## src/rtl/csi_tx_packet_builder.sv

```systemverilog
// ============================================================================
// csi_tx_packet_builder: CSI-2 transmit packet framer for a 2-lane D-PHY link.
// Revision: 1.0
// ============================================================================
`default_nettype none

module csi_tx_packet_builder #(
  parameter logic [1:0] VC             = 2'b00,
  parameter logic [5:0] FS_DT          = 6'h00,
  parameter logic [5:0] FE_DT          = 6'h01,
  parameter logic [5:0] VIDEO_DT       = 6'h2A,
  parameter int         HS_PREP_CYCLES = 4,
  parameter int         TRAIL_CYCLES   = 2
) (
  input  logic        clock,
  input  logic        reset,
  input  logic        cmd_valid,
  input  logic [1:0]  cmd_type,
  input  logic [15:0] cmd_len,
  output logic        cmd_ready,
  input  logic [31:0] payload_data,
  input  logic        payload_valid,
  output logic        payload_ready,
  output logic        hs_request,
  output logic [15:0] lane_bytes,
  output logic        lane_valid,
  output logic        underflow,
  output logic        busy
);

  localparam logic [2:0] S_IDLE    = 3'd0;
  localparam logic [2:0] S_PREP    = 3'd1;
  localparam logic [2:0] S_SYNC    = 3'd2;
  localparam logic [2:0] S_HDR0    = 3'd3;
  localparam logic [2:0] S_HDR1    = 3'd4;
  localparam logic [2:0] S_PAYLOAD = 3'd5;
  localparam logic [2:0] S_CRC     = 3'd6;
  localparam logic [2:0] S_TRAIL   = 3'd7;

  localparam logic [1:0] T_FS   = 2'd0;
  localparam logic [1:0] T_FE   = 2'd1;
  localparam logic [1:0] T_LINE = 2'd2;
  localparam logic [1:0] T_NOP  = 2'd3;

  localparam logic [7:0] PREP_LOAD  = 8'(HS_PREP_CYCLES - 1);
  localparam logic [7:0] TRAIL_LOAD = 8'(TRAIL_CYCLES - 1);

  function automatic logic [7:0] ecc_calc(input logic [23:0] d);
    logic [7:0] p;
    p    = 8'h00;
    p[0] = d[0]^d[1]^d[2]^d[4]^d[5]^d[7]^d[10]^d[11]^d[13]^d[16]^d[20]^d[21]^d[22]^d[23];
    p[1] = d[0]^d[1]^d[3]^d[4]^d[6]^d[8]^d[10]^d[12]^d[14]^d[17]^d[20]^d[21]^d[22]^d[23];
    p[2] = d[0]^d[2]^d[3]^d[5]^d[6]^d[9]^d[11]^d[12]^d[15]^d[18]^d[20]^d[21]^d[22];
    p[3] = d[1]^d[2]^d[3]^d[7]^d[8]^d[9]^d[13]^d[14]^d[15]^d[19]^d[20]^d[21]^d[23];
    p[4] = d[4]^d[5]^d[6]^d[7]^d[8]^d[9]^d[16]^d[17]^d[18]^d[19]^d[20]^d[22]^d[23];
    p[5] = (^d[19:10])^d[21]^d[22]^d[23];
    return p;
  endfunction

  // Reflected CRC-16-CCITT (poly 0x8408), one byte, LSB first.
  function automatic logic [15:0] crc_byte(input logic [15:0] c, input logic [7:0] b);
    logic [15:0] r;
    r = c ^ {8'h00, b};
    for (int i = 0; i < 8; i++) begin
      r = r[0] ? ((r >> 1) ^ 16'h8408) : (r >> 1);
    end
    return r;
  endfunction

  logic [2:0]  state_q, state_d;
  logic [7:0]  cnt_q, cnt_d;
  logic [14:0] beats_q, beats_d;
  logic        phase_q, phase_d;
  logic [1:0]  type_q, type_d;
  logic [15:0] wc_q, wc_d;
  logic [15:0] frame_num_q, frame_num_d;
  logic [15:0] crc_q, crc_d;
  logic [15:0] hold_q, hold_d;
  logic [15:0] lane_bytes_q, lane_bytes_d;
  logic        hs_request_q, hs_request_d;
  logic        lane_valid_q, lane_valid_d;
  logic        payload_ready_q, payload_ready_d;
  logic        underflow_q, underflow_d;
  logic        busy_q, busy_d;
  logic        cmd_ready_q, cmd_ready_d;

  logic [5:0]  dt_sel;
  logic [7:0]  di;
  logic [7:0]  ecc;
  logic [15:0] word;
  logic        unused_len_bits;

  assign unused_len_bits = ^cmd_len[1:0];
  assign di  = {VC, dt_sel};
  assign ecc = ecc_calc({wc_q, di});

  always_comb begin
    case (type_q)
      T_FS:    dt_sel = FS_DT;
      T_FE:    dt_sel = FE_DT;
      default: dt_sel = VIDEO_DT;
    endcase
  end

  always_comb begin
    state_d     = state_q;
    cnt_d       = cnt_q;
    beats_d     = beats_q;
    phase_d     = phase_q;
    type_d      = type_q;
    wc_d        = wc_q;
    frame_num_d = frame_num_q;
    crc_d       = crc_q;
    hold_d      = hold_q;
    underflow_d = 1'b0;
    word        = 16'h0000;

    case (state_q)
      S_IDLE: begin
        if (cmd_valid && cmd_ready_q && (cmd_type != T_NOP)) begin
          state_d = S_PREP;
          cnt_d   = PREP_LOAD;
          type_d  = cmd_type;
          wc_d    = (cmd_type == T_LINE) ? {cmd_len[15:2], 2'b00} : frame_num_q;
          crc_d   = 16'hFFFF;
        end
      end
      S_PREP: begin
        if (cnt_q == 8'd0) state_d = S_SYNC;
        else               cnt_d   = cnt_q - 8'd1;
      end
      S_SYNC: state_d = S_HDR0;
      S_HDR0: state_d = S_HDR1;
      S_HDR1: begin
        if (type_q == T_LINE) begin
          if (wc_q != 16'h0000) begin
            state_d = S_PAYLOAD;
            beats_d = wc_q[15:1];
            phase_d = 1'b0;
          end else begin
            state_d = S_CRC;
          end
        end else begin
          state_d = S_TRAIL;
          cnt_d   = TRAIL_LOAD;
        end
      end
      S_PAYLOAD: begin
        beats_d = beats_q - 15'd1;
        phase_d = ~phase_q;
        if (beats_q == 15'd1) state_d = S_CRC;
      end
      S_CRC: begin
        state_d = S_TRAIL;
        cnt_d   = TRAIL_LOAD;
      end
      default: begin
        if (cnt_q == 8'd0) begin
          state_d = S_IDLE;
          if (type_q == T_FE)
            frame_num_d = (frame_num_q == 16'hFFFF) ? 16'h0001 : frame_num_q + 16'd1;
        end else begin
          cnt_d = cnt_q - 8'd1;
        end
      end
    endcase

    // Outputs are computed for the cycle that state_d describes, then registered.
    case (state_d)
      S_SYNC:    lane_bytes_d = 16'hB8B8;
      S_HDR0:    lane_bytes_d = {wc_q[7:0], di};
      S_HDR1:    lane_bytes_d = {ecc, wc_q[15:8]};
      S_PAYLOAD: begin
        if (!phase_d) begin
          if (payload_ready_q && payload_valid) begin
            word   = payload_data[15:0];
            hold_d = payload_data[31:16];
          end else begin
            hold_d      = 16'h0000;
            underflow_d = 1'b1;
          end
        end else begin
          word = hold_q;
        end
        lane_bytes_d = word;
        crc_d        = crc_byte(crc_byte(crc_q, word[7:0]), word[15:8]);
      end
      S_CRC:     lane_bytes_d = crc_q;
      S_TRAIL:   lane_bytes_d = (state_q == S_TRAIL) ? lane_bytes_q : ~lane_bytes_q;
      default:   lane_bytes_d = 16'h0000;
    endcase

    hs_request_d    = (state_d != S_IDLE);
    busy_d          = (state_d != S_IDLE);
    cmd_ready_d     = (state_d == S_IDLE);
    lane_valid_d    = (state_d >= S_SYNC) && (state_d <= S_CRC);
    // Fetch a word one cycle ahead of each phase-0 payload cycle.
    payload_ready_d = ((state_d == S_HDR1) && (type_q == T_LINE) && (wc_q != 16'h0000)) ||
                      ((state_d == S_PAYLOAD) && phase_d && (beats_d > 15'd1));
  end

  always_ff @(posedge clock) begin
    if (reset) begin
      state_q         <= S_IDLE;
      cnt_q           <= 8'd0;
      beats_q         <= 15'd0;
      phase_q         <= 1'b0;
      type_q          <= T_FS;
      wc_q            <= 16'h0000;
      frame_num_q     <= 16'h0001;
      crc_q           <= 16'h0000;
      hold_q          <= 16'h0000;
      lane_bytes_q    <= 16'h0000;
      hs_request_q    <= 1'b0;
      lane_valid_q    <= 1'b0;
      payload_ready_q <= 1'b0;
      underflow_q     <= 1'b0;
      busy_q          <= 1'b0;
      cmd_ready_q     <= 1'b0;
    end else begin
      state_q         <= state_d;
      cnt_q           <= cnt_d;
      beats_q         <= beats_d;
      phase_q         <= phase_d;
      type_q          <= type_d;
      wc_q            <= wc_d;
      frame_num_q     <= frame_num_d;
      crc_q           <= crc_d;
      hold_q          <= hold_d;
      lane_bytes_q    <= lane_bytes_d;
      hs_request_q    <= hs_request_d;
      lane_valid_q    <= lane_valid_d;
      payload_ready_q <= payload_ready_d;
      underflow_q     <= underflow_d;
      busy_q          <= busy_d;
      cmd_ready_q     <= cmd_ready_d;
    end
  end

  assign cmd_ready     = cmd_ready_q;
  assign payload_ready = payload_ready_q;
  assign hs_request    = hs_request_q;
  assign lane_bytes    = lane_bytes_q;
  assign lane_valid    = lane_valid_q;
  assign underflow     = underflow_q;
  assign busy          = busy_q;

endmodule

`default_nettype wire

```

## config.mk

```make
export PLATFORM = sky130hd
export DESIGN_NAME = csi_tx_packet_builder
export DESIGN_NICKNAME = d
export VERILOG_FILES = /design/src/rtl/csi_tx_packet_builder.sv
export SDC_FILE = /design/constraint.sdc
export NUM_CORES = 1
export LEC_CHECK = 0
export ABC_AREA = 1
export CAP_MARGIN = 20
export CORE_MARGIN = 2
export CORE_UTILIZATION = 58
export DETAILED_ROUTE_END_ITERATION = 8
export PLACE_DENSITY = 0.84
export RECOVER_POWER = 25
export SLEW_MARGIN = 25
export SYNTH_ARGS = -nofsm -noshare
export SYNTH_HDL_FRONTEND = slang
export SYNTH_SLANG_ARGS = --single-unit
```

## constraint.sdc

```tcl
create_clock -name clock -period 3.1 [get_ports clock]
set_input_delay 0.93 -clock clock [delete_from_list [all_inputs] [get_ports clock]]
set_output_delay 0.93 -clock clock [all_outputs]
set_load 0.01 [all_outputs]
```

==> reports/summary.log, run 1 <==
qor: cts.htree_num_levels 4
qor: yosys.syn-num-nets 1219
qor: worst_setup_path.crit_path_start cmd_type[0]
qor: cts.clockBufferDepth 2
qor: routing.drc 0
qor: finish.fin_nets 1301
qor: timing.final.setup.worst_slack 0.233 ns
qor: yosys.synth_cell_type_count 48
qor: floorplanning.floorplan.io_pins 76
qor: timing.final_period_minus_worst_setup_slack 2.87 ns
qor: cts.clkLatencyLatePin 0.43 ns
qor: timing.max_clock_freq 349 MHz
qor: timing.slew_headroom 0.573
qor: pwr.p_switching 2.40 mW
qor: worst_setup_path.crit_path_end crc_q[4]$_SDFFE_PP0P_
qor: placement.dp.final_hpwl 15.9 mm
qor: worst_setup_path.path_cells dlygate4sd3_1, nand2_1, nand3_1, nor2_1, nor2_1, nand4_1, nand3_2, inv_1, nor2_1, inv_1, o21ai_0, o21bai_1, inv_1
qor: finish.antenna_cells_inserted 0
qor: routing.drtAntennaViolNets 0
qor: floorplanning.fp-row-count 41
qor: cts.cts_sinks 114
qor: pwr.areal_power_density_over_the_cells 686 nW/um^2
qor: global_route.final_global_route_overflow_total 0
qor: cts.cts_post_setup_buffers_inserted 0
qor: yosys.post_synth_xor_area_fraction 0.0549
qor: yosys.yosysSeqAreaShare 0.304
qor: global_route.first_global_vias 7582
qor: worst_setup_path.crit-reg2reg-launch wc_q[3]$_SDFFE_PP0P_
qor: finish.finalInstanceArea 9080 sq um
qor: routing.wire_per_inst 15.2 um
qor: timing.finalSetupViolCount 0
qor: placement.place_area 8520 sq um
qor: yosys.yosysWarnings 0
qor: routing.dr_total_vias 8080
qor: cts.tritoncts.num_buffers 17
qor: timing.timing.final.hold_violations 0
qor: global_route.maximum_number_of_pins_on_one_net_before_global_route_repair 60
qor: worst_setup_path.nature_of_the_critical_path_startpoint input pin
qor: placement.gpl.final_weighted_congestion 0.961
qor: floorplanning.core 12600 sq um
qor: yosys.yosys.area_share.adder 0.0167
qor: pwr.share_clk_of_total_power 0.304
qor: cts.cts_resized 0
qor: yosys.synthesized_area_per_cell 6.49 sq um
qor: hold_path.worst_hold_path_type reg2reg
qor: timing.worst_pin_slew 0.640 ns
qor: timing.layout_worst_path_cycle_share 0.925
qor: worst_setup_path.path_class in2reg
qor: pwr.power.switching_fraction 0.386
qor: run_status.run_status finished, final reports clean
qor: yosys.netlist_area 7500 sq um
qor: yosys.ys_seq_elements 114
qor: timing.pins_over_slew_limit 0
qor: worst_setup_path.reg_to_reg_setup_timing_slack 0.29 ns
qor: yosys.synthSimpleGateAreaFrac 0.347
qor: routing.number_of_iterations_in_the_first_detailed_routing_pass 7
qor: routing.avgViaCountPerCell 5.68
qor: worst_setup_path.reg2reg_depth 19
qor: worst_setup_path.cp_max_fo 15
qor: flow_run.max_cap_viol_count 0
qor: cts.cts_tree done
qor: floorplanning.die_y 118 um
qor: pwr.power.internal 3.82 mW
qor: worst_setup_path.critical_path_arrival 3.24 ns
qor: yosys.synth_top_family_by_area simple AND/OR/NAND/NOR gates
qor: global_route.track_usage 0.317
qor: timing.final.setup.tns 0 ns
qor: routing.drt-total-wl 21.6 mm
qor: placement.place_ws -0.0465 ns
qor: yosys.async_flop_share 0
qor: timing.finalHoldWorstSlack 0.464 ns
qor: pwr.leakagePower 3.81 nW
qor: timing.clock_skew 0.00930 ns
qor: pwr.comb_power_share 0.393
qor: cts.hold_buffers 0
qor: worst_setup_path.cpPeakStageDelay 0.57 ns
qor: cts.cts_root_buf sky130_fd_sc_hd__clkbuf_16
qor: floorplanning.die-area 13900 sq um
qor: timing.rsz_0062_raised_after_global_routing no
qor: worst_setup_path.cpMaxStageDelayCell sky130_fd_sc_hd__dlygate4sd3_1
qor: routing.detail_route.iter0.violations 916
qor: worst_setup_path.timing.critical_path.to_type flip-flop
qor: finish.syn2layout_area_growth 21.1%
qor: global_route.grt_antenna_before_repair 0
qor: finish.final_layout_size_suffix_gt1_frac 0.102
qor: floorplanning.die-width 118 um
qor: worst_setup_path.cp_data_required_time 3.47 ns
qor: floorplanning.initial_utilization 0.594
qor: cts.worst_setup_hold_path_clk_slew 0.05 ns
qor: pwr.power.share.sequential 0.303
qor: global_route.global_route_wire_length_before_repair 35.7 mm
qor: worst_setup_path.r2r-end crc_q[13]$_SDFFE_PP0P_
qor: yosys.synth-edff-count 0
qor: yosys.synth_ff_type sky130_fd_sc_hd__dfxtp_1
qor: yosys.synth_mux_area_frac 0
qor: placement.place.port_buffers 73
qor: yosys.syn-instance-count 1155
qor: yosys.synth_compound_area_frac 0.178
qor: pwr.ir_drop 0.427 mV
[sequential cells by signal (all words and copies together) (netlist names), 3 cells and up]
signal       count
crc_q           16
frame_num_q     16
hold_q          16
lane_bytes      16
wc_q            16
beats_q         15
cnt_q            8
state_q          3
[area by class of cell]
| cell class | instances | area, sq um |
|---|---|---|
| Sequential cell | 114 | 2280 |
| Clock inverter | 10 | 110 |
| Tap cell | 172 | 215 |
| Clock buffer | 22 | 454 |
| Inverter | 142 | 534 |
| Multi-Input combinational cell | 854 | 4470 |
| Fill cell | 1085 | 3540 |
| Timing Repair Buffer | 108 | 1010 |
[how the worst min path moves through the flow]
| stage | cells after the start | from | slack, ns | to |
|---|---|---|---|---|
| finish | 1 | cnt_q[0]$_SDFFE_PP0P_ | 0.46 | cnt_q[0]$_SDFFE_PP0P_ |
| global route | 2 | hold_q[13]$_SDFFE_PP0P_ | 0.49 | hold_q[13]$_SDFFE_PP0P_ |
| CTS | 1 | cnt_q[0]$_SDFFE_PP0P_ | 0.46 | cnt_q[0]$_SDFFE_PP0P_ |
| detailed placement | 1 | cnt_q[0]$_SDFFE_PP0P_ | 0.45 | cnt_q[0]$_SDFFE_PP0P_ |
| global placement | 1 | cnt_q[0]$_SDFFE_PP0P_ | 0.45 | cnt_q[0]$_SDFFE_PP0P_ |
| floorplan | 1 | cnt_q[0]$_SDFFE_PP0P_ | 0.43 | cnt_q[0]$_SDFFE_PP0P_ |
[power by group through the flow]
| stage | Sequential, mW | Clock (mW) | Combinational [mW] |
|---|---|---|---|
| detailed placement | 1.90 | 0 | 2.39 |
| global placement | 1.90 | 0 | 2.33 |
| global route | 1.90 | 1.97 | 2.72 |
| floorplan | 1.85 | 0 | 1.78 |
| finish | 1.88 | 1.89 | 2.44 |
| CTS | 1.87 | 1.90 | 2.42 |
[kinds of logic (layout without fill, tap and decap cells)]
group           Yosys count  in the layout
compound gates          241            241
xor+xnor                 44             44
fa+ha+maj                10             10
buf+inv                 187            282
flops                   114            114
simple gates            559            559
[cells in the mapped netlist, types with 2 or more instances]
master	number	area [sq um]
sky130_fd_sc_hd__a211oi_1	10	75.1
sky130_fd_sc_hd__a21oi_1	94	470
sky130_fd_sc_hd__a22oi_1	3	22.5
sky130_fd_sc_hd__a31oi_1	18	113
sky130_fd_sc_hd__buf_1	2	7.51
sky130_fd_sc_hd__buf_2	9	45.0
sky130_fd_sc_hd__buf_4	2	15.0
sky130_fd_sc_hd__buf_6	2	22.5
sky130_fd_sc_hd__clkbuf_1	29	109
sky130_fd_sc_hd__clkinv_1	3	11.3
sky130_fd_sc_hd__dfxtp_1	114	2280
sky130_fd_sc_hd__ha_1	10	125
sky130_fd_sc_hd__inv_1	131	492
sky130_fd_sc_hd__inv_2	7	26.3
sky130_fd_sc_hd__nand2_1	252	946
sky130_fd_sc_hd__nand2_2	30	188
sky130_fd_sc_hd__nand2_4	7	78.8
sky130_fd_sc_hd__nand3_1	138	691
sky130_fd_sc_hd__nand3_2	10	100
sky130_fd_sc_hd__nand3b_1	7	52.6
sky130_fd_sc_hd__nand4_1	8	50.1
sky130_fd_sc_hd__nor2_1	77	289
sky130_fd_sc_hd__nor3_1	16	80.1
sky130_fd_sc_hd__nor3b_1	2	15.0
sky130_fd_sc_hd__nor4_1	5	31.3
sky130_fd_sc_hd__o2111ai_1	6	52.6
sky130_fd_sc_hd__o211ai_1	5	37.5
sky130_fd_sc_hd__o21a_1	2	15.0
sky130_fd_sc_hd__o21ai_0	89	445
sky130_fd_sc_hd__o21ai_1	2	10.0
sky130_fd_sc_hd__o221ai_1	3	26.3
sky130_fd_sc_hd__o22ai_1	5	31.3
sky130_fd_sc_hd__or2_2	2	12.5
sky130_fd_sc_hd__xnor2_1	21	184
sky130_fd_sc_hd__xor2_1	21	184
[per-layer routing]
| metal | GRT usage | up-vias | wire length (um) |
|---|---|---|---|
| met5 | 0 | - | 0 |
| met4 | 0.161 | 0 | 810 |
| met3 | 0.0678 | 67 | 2150 |
| met2 | 0.487 | 434 | 9490 |
| met1 | 0.421 | 3572 | 9130 |
| li1 | - | 4007 | - |
[worst max-delay path: cells and delay by family]
family	cells	cell delay, ns
AO/OA/AOI/OAI	2	0.30
buffers and inverters	4	1.14
AND/OR/NAND/NOR	7	0.87
[layout by cell type (no fill, tap or decap), types with 30 or more instances in the layout]
cell,synthesis,layout
sky130_fd_sc_hd__nand2_1,252,252
sky130_fd_sc_hd__nand3_1,138,138
sky130_fd_sc_hd__inv_1,131,131
sky130_fd_sc_hd__dfxtp_1,114,114
sky130_fd_sc_hd__a21oi_1,94,94
sky130_fd_sc_hd__o21ai_0,89,89
sky130_fd_sc_hd__nor2_1,77,77
sky130_fd_sc_hd__clkdlybuf4s50_1,0,71
sky130_fd_sc_hd__buf_4,2,31
sky130_fd_sc_hd__nand2_2,30,30
[stage by stage]
step,cells,power (mW),utilization
floorplan,1155,3.63,-
global placement,1390,4.22,0.675
detailed placement,1390,4.29,0.675
CTS,1422,6.19,0.720
global route,1422,6.59,0.719
finish,1422,6.22,0.719
No activity file was read; power rests on OpenSTA's default activity.
==> inputs of run 2 (changes only) <==
- RECOVER_POWER: 25 -> 100
==> run 2 against run 1 <==
Register-to-register slack got worse by 0.04 ns; final area fell by 0.32%; utilization fell by 0.23 points; critical endpoint is now crc_q[14]$_SDFFE_PP0P_.
==> reports/summary.log, run 2 (synthesized netlist as in run 1, its figures left out) <==
qor: run_status.run_status finished, final reports clean
qor: timing.timing.final.hold_violations 0
qor: global_route.first_global_vias 7582
qor: floorplanning.die-width 118 um
qor: flow_run.max_cap_viol_count 0
qor: finish.final_layout_size_suffix_gt1_frac 0.100
qor: cts.cts_sinks 114
qor: floorplanning.core 12600 sq um
qor: worst_setup_path.timing.critical_path.to_type flip-flop
qor: floorplanning.initial_utilization 0.594
qor: finish.antenna_cells_inserted 0
qor: routing.drt-total-wl 21.6 mm
qor: routing.wire_per_inst 15.2 um
qor: timing.layout_worst_path_cycle_share 0.954
qor: cts.clkLatencyLatePin 0.43 ns
qor: pwr.totalPowerFinal 6.20 mW
qor: cts.clockBufferDepth 2
qor: finish.fin_nets 1301
qor: global_route.track_usage 0.317
qor: global_route.maximum_number_of_pins_on_one_net_before_global_route_repair 60
qor: floorplanning.fp-row-count 41
qor: cts.worst_setup_hold_path_clk_slew 0.06 ns
qor: placement.place_ws -0.0465 ns
qor: placement.dp.final_hpwl 15.9 mm
qor: pwr.leakagePower 3.87 nW
qor: pwr.ir_drop 0.425 mV
qor: cts.cts_resized 0
qor: floorplanning.floorplan.io_pins 76
qor: hold_path.worst_hold_path_type reg2reg
qor: placement.post-place-cells 1390
qor: timing.finalSetupViolCount 0
qor: timing.slew_headroom 0.571
qor: routing.number_of_iterations_in_the_first_detailed_routing_pass 6
qor: timing.final.setup.worst_slack 0.144 ns
qor: worst_setup_path.nature_of_the_critical_path_startpoint input pin
qor: routing.dr_total_vias 8112
qor: cts.htree_num_levels 4
qor: global_route.global_route_wire_length_before_repair 35.7 mm
qor: finish.mostFrequentLayoutCells sky130_fd_sc_hd__nand2_1, sky130_fd_sc_hd__nand3_1, sky130_fd_sc_hd__inv_1
qor: worst_setup_path.cp_data_required_time 3.42 ns
qor: routing.avgViaCountPerCell 5.70
qor: cts.cts_post_setup_buffers_inserted 0
qor: timing.max_clock_freq 338 MHz
qor: cts.tritoncts.num_buffers 17
qor: finish.post_layout_cell_count 1422
qor: finish.syn2layout_area_growth 20.7%
qor: global_route.final_global_route_overflow_total 0
qor: routing.drc 0
qor: cts.cts_tree done
qor: finish.filler_cell_count 1092
qor: cts.hold_buffers 0
qor: timing.final_period_minus_worst_setup_slack 2.96 ns
qor: worst_setup_path.path_class in2reg
qor: routing.drtAntennaViolNets 0
qor: timing.pins_over_slew_limit 0
qor: routing.detail_route.iter0.violations 859
qor: placement.gpl.final_weighted_congestion 0.961
qor: cts.cts_root_buf sky130_fd_sc_hd__clkbuf_16
qor: floorplanning.die_y 118 um
qor: placement.place.port_buffers 73
qor: floorplanning.die-area 13900 sq um
qor: finish.area_of_the_multi_input_gates 4470 sq um
qor: timing.worst_pin_slew 0.643 ns
qor: timing.clock_skew 0.00949 ns
qor: worst_setup_path.critical_path_arrival 3.28 ns
qor: finish.area.sequential 2280 sq um
qor: finish.layout_commonest_cell sky130_fd_sc_hd__nand2_1
qor: pwr.areal_power_density_over_the_cells 686 nW/um^2
qor: timing.final.setup.tns 0 ns
qor: global_route.grt_antenna_before_repair 0
qor: timing.rsz_0062_raised_after_global_routing no
qor: worst_setup_path.cp_max_fo 15
run 2: power breakdown:
group | leakage, nW | internal (mW) | switching [mW]
registers | 0.924 | 1.66 | 0.219
logic | 2.66 | 0.947 | 1.48
clock network | 0.278 | 1.19 | 0.697
run 2: worst paths after layout:
path / to / from / slack (ns) / cells after the start
max: crc_q[14]$_SDFFE_PP0P_ / cmd_type[0] / 0.14 / 13
max reg2reg: crc_q[13]$_SDFFE_PP0P_ / wc_q[6]$_SDFFE_PP0P_ / 0.25 / 19
min: cnt_q[0]$_SDFFE_PP0P_ / cnt_q[0]$_SDFFE_PP0P_ / 0.46 / 1
min reg2reg: cnt_q[0]$_SDFFE_PP0P_ / cnt_q[0]$_SDFFE_PP0P_ / 0.46 / 1
run 2: layer usage:
metal / track usage / vias to the layer above / wire length, um
met5: 0 / - / 0
met4: 0.161 / 0 / 775
met3: 0.0678 / 60 / 2100
met2: 0.487 / 427 / 9470
met1: 0.421 / 3618 / 9230
li1: - / 4007 / -
run 2: through the flow:
step | hold slack (ns) | util | cell area, sq um
final | 0.464 | 0.717 | 9050
after detailed placement | 0.450 | 0.675 | 8520
after global routing | 0.492 | 0.717 | 9050
after floorplan | 0.431 | - | 7500
after global placement | 0.446 | 0.675 | 8520
after CTS | 0.458 | 0.720 | 9080
run 2: final cells by class:
class / instances / area share
clock inverters: 10 / 0.0122
well taps: 172 / 0.0238
multi-input cells: 854 / 0.494
repair buffers: 108 / 0.108
flip-flops and latches: 114 / 0.252
inverters: 142 / 0.0590
clock buffers: 22 / 0.0502
run 2: worst max-delay path, stage by stage:
cell and delay [ns]:
sky130_fd_sc_hd__dlygate4sd3_1 0.57, sky130_fd_sc_hd__nand2_1 0.14, sky130_fd_sc_hd__nand3_1 0.11, sky130_fd_sc_hd__nor2_1 0.17
sky130_fd_sc_hd__nor2_1 0.06, sky130_fd_sc_hd__nand4_1 0.16, sky130_fd_sc_hd__nand3_2 0.16, sky130_fd_sc_hd__inv_1 0.12
sky130_fd_sc_hd__clkbuf_2 0.33, sky130_fd_sc_hd__clkbuf_4 0.29, sky130_fd_sc_hd__nand3_1 0.09, sky130_fd_sc_hd__o211ai_1 0.08
sky130_fd_sc_hd__inv_1 0.06
==> edit 1, RTL diff (flow settings as in run 2) <==
Take the reset off `wc_q`, `hold_q` and `lane_bytes_q` and load them in a clocked block of their own.
--- a/src/rtl/csi_tx_packet_builder.sv
+++ b/src/rtl/csi_tx_packet_builder.sv
@@ -208,7 +208,4 @@
       type_q          <= T_FS;
-      wc_q            <= 16'h0000;
       frame_num_q     <= 16'h0001;
       crc_q           <= 16'h0000;
-      hold_q          <= 16'h0000;
-      lane_bytes_q    <= 16'h0000;
       hs_request_q    <= 1'b0;
@@ -225,7 +222,4 @@
       type_q          <= type_d;
-      wc_q            <= wc_d;
       frame_num_q     <= frame_num_d;
       crc_q           <= crc_d;
-      hold_q          <= hold_d;
-      lane_bytes_q    <= lane_bytes_d;
       hs_request_q    <= hs_request_d;
@@ -239,2 +233,8 @@
 
+  always_ff @(posedge clock) begin
+    wc_q         <= wc_d;
+    hold_q       <= hold_d;
+    lane_bytes_q <= lane_bytes_d;
+  end
+
   assign cmd_ready     = cmd_ready_q;
Check against the original RTL: differs if reset is asserted again (counterexample within 10 cycles, from zero or initial values and one cycle with reset high); with reset held inactive, the same outputs for 10 cycles.
==> edit 1 against run 2 <==
- setup slack lost 21 ps
- die area grew 2.1%
- routed wire length grew 3.1%
- fmax shrank 0.71%
- synthesized area grew 2.1%
- power grew 0.35%
- cell area grew 2.4%
- register-to-register slack lost 130 ps
- sequential cell count is the same
- critical path type is now reg2reg
- largest cell class unchanged
==> edit 1: results (changes against run 2) <==
Clock tree
  • Num CTS Buffers: 17 (unchanged)
  • Htree depth: 4 (unchanged)
  • CTS Buffer Depth: 2 (unchanged)
  • Clk_lat worst skew: 420 ps
  • Worst-path clk slew: 60 ps (about the same)
  • CTS root buf: clkbuf_16 (unchanged)

Synthesis
  • Syn nets: 1155 (was 1219)
  • Synthesized flop and latch total: 114 (unchanged)
  • Synth warn: 0 (unchanged)
  • Most instantiated cells after synthesis: 245 x nand2_1, 160 x inv_1, 133 x nand3_1 (was 252 x nand2_1, 138 x nand3_1, 131 x inv_1)
  • Top post-synthesis cells by area: edfxtp_1 19%, dfxtp_1 17%, nand2_1 12% (was dfxtp_1 30%, nand2_1 13%, nand3_1 9.2%)
  • Post-synth ARST share: 0% (unchanged)
  • Post-synthesis sequential area ratio: 36.1% (was 30.4%)
  • Post-synth EDFFs: 48 (was 0)
  • Unique masters post-synth: 49 (was 48)
  • Top_reg_cell synth: dfxtp_1 (unchanged)

Place
  • # port buffers: 73 (unchanged)
  • Detailed Place HPWL: 15.9 mm (about the same)
  • Placer congestion estimate: 0.990 (was 0.961)
  • Dpl cell area: 8750 um2 (was 8520 um2)

Power and ir drop
  • Peak VDD IR: 0.494 mV (was 0.425 mV)
  • Leak Pwr: 4.17 nW (was 3.87 nW)

Timing
  • Worst clock skew: 8.27 ps (was 9.49 ps)
  • Max transition margin: 25.2% (was 57.1%)

Route
  • Iteration-0 DRC Markers: 953 (was 859)
  • Routed wire per std cell: 16.2 um (was 15.2 um)
  • Vias: 7951 (was 8112)
  • DR pass1 iterations: 8 (was 6)

Finish
  • Layout fillers: 1005 (was 1092)
  • Register area: 2760 um2 (was 2280 um2)
  • Share of layout cells above drive strength 1: 10.8% (was 10.0%)
  • Nets: 1254 (was 1301)
  • Inserted Diodes: 0 (unchanged)

Global routing
  • Number of global-route vias before repair: 7107 (was 7582)
  • Initial antenna violation count: 0 (unchanged)
  • Largest net degree at the start of global routing: 33 (was 60)
  • Gr usage total: 31.6% (was 31.7%)
  • First-pass GRT wire length: 35.2 mm (was 35.7 mm)

Job
  • Max-Cap Viols: 0 (unchanged)

Critical path
  • Critical path arrival: 3300 ps (was 3280 ps)
  • Crit path max fanout: 32 (was 15)
  • CP peak stage delay: 410 ps (was 570 ps)
  • Top delay family on crit path: simple AND/OR/NAND/NOR gates (was buffers and inverters)
  • Slowest cell on the critical path: edfxtp_1 (was dlygate4sd3_1)

Worst hold path
  • Hold Path Class: reg2reg (unchanged)

Run status
  • Status: completed (unchanged)
## edit 1: cell count changes in the layout (fill, tap and decap cells not counted), sizes merged, moves of 8 or more
cell / run 2 / this run
nand3: 149 / 139
o21ai: 92 / 69
nand2: 289 / 280
a21oi: 94 / 43
inv: 138 / 175
edfxtp: 0 / 48
nor2: 79 / 89
dfxtp: 114 / 66
o211ai: 5 / 13
a31oi: 18 / 5
## edit 1: worst paths after layout
| check | end | cells after the start | from | slack [ps] |
|---|---|---|---|---|
| setup / recovery | crc_q[5] | 21 | wc_q[11] | 120 |
| hold / removal | cnt_q[5] | 2 | cnt_q[5] | 480 |
| setup reg to reg | crc_q[5] | 21 | wc_q[11] | 120 |
| hold reg to reg | cnt_q[5] | 2 | cnt_q[5] | 480 |
## edit 1: repair_timing
action | 4_1_cts | 5_1_grt
endpoints found under the setup margin | 0 | 11
gates resized for setup | 0 | 4
hold buffers | 0 | 0
setup buffers | 0 | 6
## edit 1: metrics by stage
stage	instances	setup slack [ps]	hold WS, ps
after CTS	1369	103	480
after global routing	1375	3.86	501
final	1375	123	482
after floorplan	1091	179	445
after detailed placement	1337	77.9	469
after global placement	1337	127	453
## edit 1: logic make-up (layout without fill, tap and decap cells)
logic type	Yosys count	in the layout	synth area share, %
AND/OR/NAND/NOR	563	563	34.6
buffers and inverters	203	315	10.7
AO/OA/AOI/OAI	159	159	12.2
flip-flops	114	114	36.1
XOR/XNOR	41	41	4.69
adder cells (fa/ha/maj)	10	10	1.63
multiplexers	1	1	0.147
## edit 1: layout make-up
cell class | count | share of cell area [%]
Clock buffer | 18 | 4.63
Clock inverter | 14 | 1.42
Inverter | 172 | 7.02
Multi-Input combinational cell | 774 | 43.8
Sequential cell | 114 | 29.8
Tap cell | 172 | 2.32
Timing Repair Buffer | 111 | 11.0
## edit 1: worst min-delay path: stages, from the launching register on
cell and delay, ps:
dfxtp_1 320, nand2_1 60, a21oi_1 50
## edit 1: power breakdown
group / internal [mW] / switching (mW)
Clock: 1.11 / 0.767
Sequential: 1.81 / 0.217
Combinational: 0.896 / 1.43
Total: 3.81 / 2.41
## edit 1: metal layers
metal	wire (um)	vias to the layer above	GRT usage, %
li1	-	3798	-
met1	9050	3554	42.2
met2	9760	524	49.6
met3	2640	75	7.28
met4	805	0	12.4
met5	0	-	0
==> edit 2, RTL diff (flow settings as in run 2) <==
Made on the original files. `VIDEO_DT`: 6'h2A -> 6'h15.
--- a/src/rtl/csi_tx_packet_builder.sv
+++ b/src/rtl/csi_tx_packet_builder.sv
@@ -10,3 +10,3 @@
   parameter logic [5:0] FE_DT          = 6'h01,
-  parameter logic [5:0] VIDEO_DT       = 6'h2A,
+  parameter logic [5:0] VIDEO_DT       = 6'h15,
   parameter int         HS_PREP_CYCLES = 4,
Function: changed (Yosys sat finds a counterexample within 10 cycles, from zero or initial values and one cycle with reset high).
==> edit 2 against run 2 <==
- cell area is 2.0% higher
- routed wire length is 6.7% higher
- fmax is 2.7% higher
- power is 12% higher
- synthesized area is 1.6% higher
- setup slack better by 78 ps
- sequential share of layout area is 0.50 points lower
- sequential cell count stayed put
==> edit 2: results (changes against run 2) <==
Route
  • Vias per inst: 5.80 (was 5.70)
  • Iteration-0 DRC Markers: 981 (was 859)
  • Vias: 8300 (was 8112)

Critical path
  • Critical path arrival: 3230 ps (was 3280 ps)
  • Crit path max fanout: 12 (was 15)
  • Slowest cell on the critical path: nor2_1 (was dlygate4sd3_1)
  • Reg2reg start: cnt_q[0] (was wc_q[6])
  • Critical path class: reg2reg (was in2reg)
  • CP peak stage delay: 400 ps (was 570 ps)
  • Top delay family on crit path: simple AND/OR/NAND/NOR gates (was buffers and inverters)

Global routing
  • Number of global-route vias before repair: 7532 (was 7582)
  • Gr usage total: 33.0% (was 31.7%)
  • GR Util met2: 50.1% (was 48.7%)
  • Initial antenna violation count: 1 (was 0)
  • Largest net degree at the start of global routing: 61 (was 60)
  • M1 GR Usage: 44.1% (was 42.1%)
  • First-pass GRT wire length: 36.9 mm (was 35.7 mm)

Synthesis
  • Synth Area in Compound Gates: 17.4% (was 17.8%)
  • Unique masters post-synth: 50 (was 48)
  • Post-Syn Instances: 1158 (was 1155)
  • Post-synthesis sequential area ratio: 30.0% (was 30.4%)
  • Most instantiated cells after synthesis: 283 x nand2_1, 143 x nand3_1, 126 x inv_1 (was 252 x nand2_1, 138 x nand3_1, 131 x inv_1)
  • Top post-synthesis cells by area: dfxtp_1 30%, nand2_1 14%, nand3_1 9.4% (was dfxtp_1 30%, nand2_1 13%, nand3_1 9.2%)
  • Adder-Cell Fraction of Synth Area: 1.48% (was 1.67%)
  • Xor and xnor area share after synthesis: 5.17% (was 5.49%)

Timing
  • Worst clock skew: 6.04 ps (was 9.49 ps)
  • Hold WS: 465 ps (was 464 ps)

Place
  • Dpl cell area: 8650 um2 (was 8520 um2)
  • Placed cell count: 1399 (was 1390)
  • Placer congestion estimate: 0.998 (was 0.961)
  • Detailed Place HPWL: 16.6 mm (was 15.9 mm)

Finish
  • Layout fillers: 1083 (was 1092)
  • Nets: 1309 (was 1301)
  • Multi-input gate area: 4540 um2 (was 4470 um2)
  • Share of layout cells above drive strength 1: 10.6% (was 10.0%)

Power and ir drop
  • Leak Pwr: 3.96 nW (was 3.87 nW)
  • Peak VDD IR: 0.487 mV (was 0.425 mV)
  • Clk pwr: 2.03 mW (was 1.89 mW)
  • Internal: 4.13 mW (was 3.81 mW)

Clock tree
  • Worst-path clk slew: 50 ps

Run status
  • Status: completed (unchanged)
==> edit 2: changes by cell type after synthesis, moves of 7 or more <==
| cell | run 2 | this run |
|---|---|---|
| a211oi_1 | 10 | 3 |
| a21oi_1 | 94 | 81 |
| inv_2 | 7 | 14 |
| nand2_1 | 252 | 283 |
| nand2_2 | 30 | 14 |
| nor2_1 | 77 | 67 |
| o211ai_1 | 5 | 16 |
| o21ai_0 | 89 | 80 |
==> edit 2: final cells by class <==
class,count,area share [%]
clock inverters,12,1.71
flip-flops and latches,114,24.7
well taps,172,2.33
inverters,143,5.87
repair buffers,112,11.3
clock buffers,20,4.95
multi-input cells,858,49.2
==> edit 2: final timing paths <==
path / cells past startpoint / endpoint
max reg2reg: 15 / hold_q[12]
min reg2reg: 1 / cnt_q[2]
min: 1 / cnt_q[2]
max: 15 / hold_q[12]
==> edit 2: layer usage <==
layer / part of all wire (%) / up-vias
met1: 42 / 3747
met2: 43 / 465
met5: 0 / -
met3: 12 / 67
li1: - / 4021
met4: 2.7 / 0
==> edit 2: worst register-to-register path: stages, from the launching register on <==
cell and delay [ps]:
dfxtp_1 300, inv_1 100, ha_1 200, nand3_1 150, nor2_4 260, inv_2 70, nor2_1 400, nor3_1 120
o211ai_2 150, nand2_1 170, nand3_4 170, nor2_2 70, inv_2 210, buf_4 230, nand2_1 70, a21oi_1 130
==> edit 2: stage by stage <==
step | worst slack (ps) | total power, mW | utilization (%) | setup TNS, ps
2_1_floorplan | 561 | 4.06 | - | 0
3_3_place_gp | 110 | 4.83 | 68.0 | 0
3_5_place_dp | -10.7 | 4.90 | 68.0 | -10.7
4_1_cts | 197 | 6.95 | 72.8 | 0
5_1_grt | 33.3 | 7.37 | 72.6 | 0
6_report | 222 | 6.97 | 72.6 | 0
